### src/rtl/mpr121_target_model_i2c_bus_monitor.sv
// Synchronizes SCL/SDA into clk_in and produces single-cycle bus event pulses.
module i2c_bus_monitor #(
    parameter int SYNC_STAGES = 2
) (
    input  logic clk_in,
    input  logic rst_in,
    input  logic scl_in,
    input  logic sda_in,
    output logic scl_rise,
    output logic scl_fall,
    output logic start_det,
    output logic stop_det,
    output logic sda_level
);

    logic [SYNC_STAGES-1:0] scl_sync;
    logic [SYNC_STAGES-1:0] sda_sync;
    logic                   scl_d;
    logic                   sda_d;
    // Events stay masked until the chains hold real pin samples, so a reset
    // in the middle of a transfer cannot fabricate a START or STOP.
    logic [SYNC_STAGES:0]   armed_q;
    logic                   scl_s;
    logic                   sda_s;
    logic                   armed;

    // Synchronizer chains, edge-detect flops and post-reset arming.
    always_ff @(posedge clk_in or posedge rst_in) begin
        if (rst_in) begin
            scl_sync <= '1;
            sda_sync <= '1;
            scl_d    <= 1'b1;
            sda_d    <= 1'b1;
            armed_q  <= '0;
        end else begin
            scl_sync <= {scl_sync[SYNC_STAGES-2:0], scl_in};
            sda_sync <= {sda_sync[SYNC_STAGES-2:0], sda_in};
            scl_d    <= scl_s;
            sda_d    <= sda_s;
            armed_q  <= {armed_q[SYNC_STAGES-1:0], 1'b1};
        end
    end

    assign scl_s     = scl_sync[SYNC_STAGES-1];
    assign sda_s     = sda_sync[SYNC_STAGES-1];
    assign armed     = armed_q[SYNC_STAGES];

    assign scl_rise  = armed &  scl_s & ~scl_d;
    assign scl_fall  = armed & ~scl_s &  scl_d;
    assign start_det = armed &  scl_s &  scl_d &  sda_d & ~sda_s;
    assign stop_det  = armed &  scl_s &  scl_d & ~sda_d &  sda_s;
    assign sda_level = sda_s;

endmodule

### config.mk
export PLATFORM = sky130hd
export DESIGN_NAME = i2c_bus_monitor
export DESIGN_NICKNAME = d
export VERILOG_FILES = /design/src/rtl/mpr121_target_model_i2c_bus_monitor.sv
export SDC_FILE = /design/constraint.sdc
export NUM_CORES = 1
export LEC_CHECK = 0
export BUFFER_PORTS_ARGS = -buffer_cell sky130_fd_sc_hd__buf_2
export CELL_PAD_IN_SITES_DETAIL_PLACEMENT = 0
export CELL_PAD_IN_SITES_GLOBAL_PLACEMENT = 1
export CORE_AREA = 2 2 39 41
export CTS_BUF_LIST = sky130_fd_sc_hd__clkbuf_8
export CTS_CLUSTER_SIZE = 12
export DETAILED_ROUTE_END_ITERATION = 7
export DIE_AREA = 0 0 41 43
export PLACE_DENSITY = 0.49
export REMOVE_ABC_BUFFERS = 1
export SYNTH_ARGS = -nofsm -noshare
export SYNTH_HDL_FRONTEND = slang
export SYNTH_SLANG_ARGS = --single-unit
### constraint.sdc
create_clock -name clk_in -period 2.3 [get_ports clk_in]
set_clock_uncertainty 0.1 [all_clocks]
set_input_delay 0.46 -clock clk_in [delete_from_list [all_inputs] [get_ports clk_in]]
set_output_delay 0.46 -clock clk_in [all_outputs]
set_load 0.01 [all_outputs]
==> flow_summary.yaml <==
run:
  maxCapViolCount: 0
layout:
  drive_gt1_frac: 0.667
  final_cell_mix: "8 x buf_2, 6 x dfstp_2, 3 x dfrtp_1, 3 x clkbuf_8"
  multi_input_area_um2: 53.8
  seq_area_um2: 233
  layout_commonest_cell: "buf_2"
  final_util: 0.286
  layout.nets: 35
  syn_to_final_growth_pct: 36.2
  fin_cells: 46
  diodes: 0
  fillers: 157
global_routing:
  grt_usage: 0.0612
  grt_pass1_vias: 156
  grt-ovfl-total: 0
  antenna_found_initial: 0
  grt_first_pass_wirelength_um: 648
  grt_max_degree: 10
clock_network:
  cts_tree: "built"
  htreeDepth: 1
  cts_buffers: 3
  clock-sinks: 9
  cts-root-buf: "clkbuf_8"
  clk_pin_slew_ns: 0.04
  cts_resized: 0
  holdBufCountCts: 0
  clk_latency_ns: 0.23
  cts_setup_buffers: 0
  clk_path_buf_depth: 2
place:
  io_buffers: 8
  dp_hpwl_um: 272
  dp.cells: 42
  gp_routability_congestion: 0.579
die:
  io_pins: 9
  die_x_um: 41
  die-area_um2: 1760
  initial_core_util: 0.210
  die_y_um: 43
  core_area_um2: 1380
  row_count: 14
routing:
  firstDrtPassIters: 1
  post_drt_wl_per_cell_um: 7.87
  postRouteAntennaNets: 0
  drt-initial-drc-count: 0
  drc: 0
  routed_wl_um: 362
  via_count: 157
  avgViaCountPerCell: 3.41
critical_path:
  end_kind: "output pin"
  r2r-start: "scl_sync[1]"
  cp-start-kind: "register"
  path_class: "reg -> out"
  r2r_setup_slack_ns: 1.58
  r2r_end: "scl_d"
  cp.required_ns: 1.74
  crit_fanout: 4
  crit_arrival_ns: 1.21
  reg2reg_depth: 0
synth:
  syn_avg_cell_area_um2: 16.1
  netlist.top_cell.by_area: "dfstp_2"
  yosys_register_bits: 9
  synth_area_leaders: "dfstp_2 54%, dfrtp_1 26%, nor3b_2 8.6%, nand3_2 3.4%, nand2_1 2.6%"
  ys_warn_count: 0
  synth.cell_area_um2: 290
  yosysTopAreaCellShare: 0.543
  post_synth_num_cell_types: 8
  yosysSeqAreaShare: 0.802
  syn_inst: 18
power_and_ir_drop:
  vdd_drop_max_v: 0.000334
  fin_total_pwr_uw: 361
  cellPowerDensity_nw_per_um2: 912
  p_leak_uw: 0.000186
outcome:
  status: "complete, no violations"
sta:
  rsz0062_at_grt: "false"
  finalMaxSlewViolations: 0
  hold_viol_final: 0
  finalSetupViolations: 0
  fin_crit_ns: 1.77
  timing.fmax_mhz: 565
  post-route-period-util: 0.769
  tns_ns: 0
worst_hold_path:
  hold_path_class: "in -> async"
Yosys cell counts:
master   number
dfstp_2       6
dfrtp_1       3
nand2_1       2
nor2_1        2
nor3b_2       2
conb_1        1
inv_1         1
nand3_2       1
power breakdown:
group,switching (µW),leakage (µW),internal (µW)
clock network,55.6,0.0000269,116
registers,4.97,0.0000981,171
logic,7.21,0.0000608,5.77
total,67.8,0.000186,293
layout make-up:
class                   instances  share of cell area
repair buffers                  8               0.101
clock inverters                 1             0.00949
inverters                       1             0.00949
multi-input cells               8               0.136
flip-flops and latches          9               0.589
clock buffers                   3               0.104
well taps                      16              0.0506
worst max path at each step:
stage	start	end	slack [ns]	cells after the start
after floorplan	scl_sync[1]	stop_det	0.87	2
after global placement	scl_sync[1]	stop_det	0.79	3
after detailed placement	scl_sync[1]	stop_det	0.77	3
after CTS	scl_sync[1]	stop_det	0.51	3
after global routing	scl_sync[1]	stop_det	0.45	3
final	scl_sync[1]	stop_det	0.53	3
cells by family (layout without fill, tap and decap cells):
kind of cell  after synthesis  in the layout  synth area share
simple gates                7              7             0.172
buf+inv                     1             13            0.0129
other cells                 1              1            0.0129
flops                       9              9             0.802
worst max-delay path: stages (launching register included):
cell and delay [ns]:
dfstp_2 0.55, nand3_2 0.10, nor3b_2 0.18, buf_2 0.15
layer usage:
layer / GRT usage / part of all wire / vias to the layer above
met1: 0.0712 / 0.42 / 73
met2: 0.0656 / 0.49 / 6
met4: 0.0800 / 0 / 0
met5: 0 / 0 / -
li1: - / - / 78
met3: 0.0314 / 0.088 / 0
state kept, by name (all words and copies together) (netlist names):
signal / cells
armed_q: 3
scl_sync: 2
sda_sync: 2
scl_d: 1
sda_d: 1
through the flow:
stage	hold slack [ns]	instance area (µm²)	setup slack (ns)
global route	0.105	395	0.448
global placement	0.233	350	0.793
detailed placement	0.239	350	0.766
CTS	0.0785	395	0.514
floorplan	0.184	290	0.869
finish	0.0716	395	0.530
(Power assumes the default switching activity.)
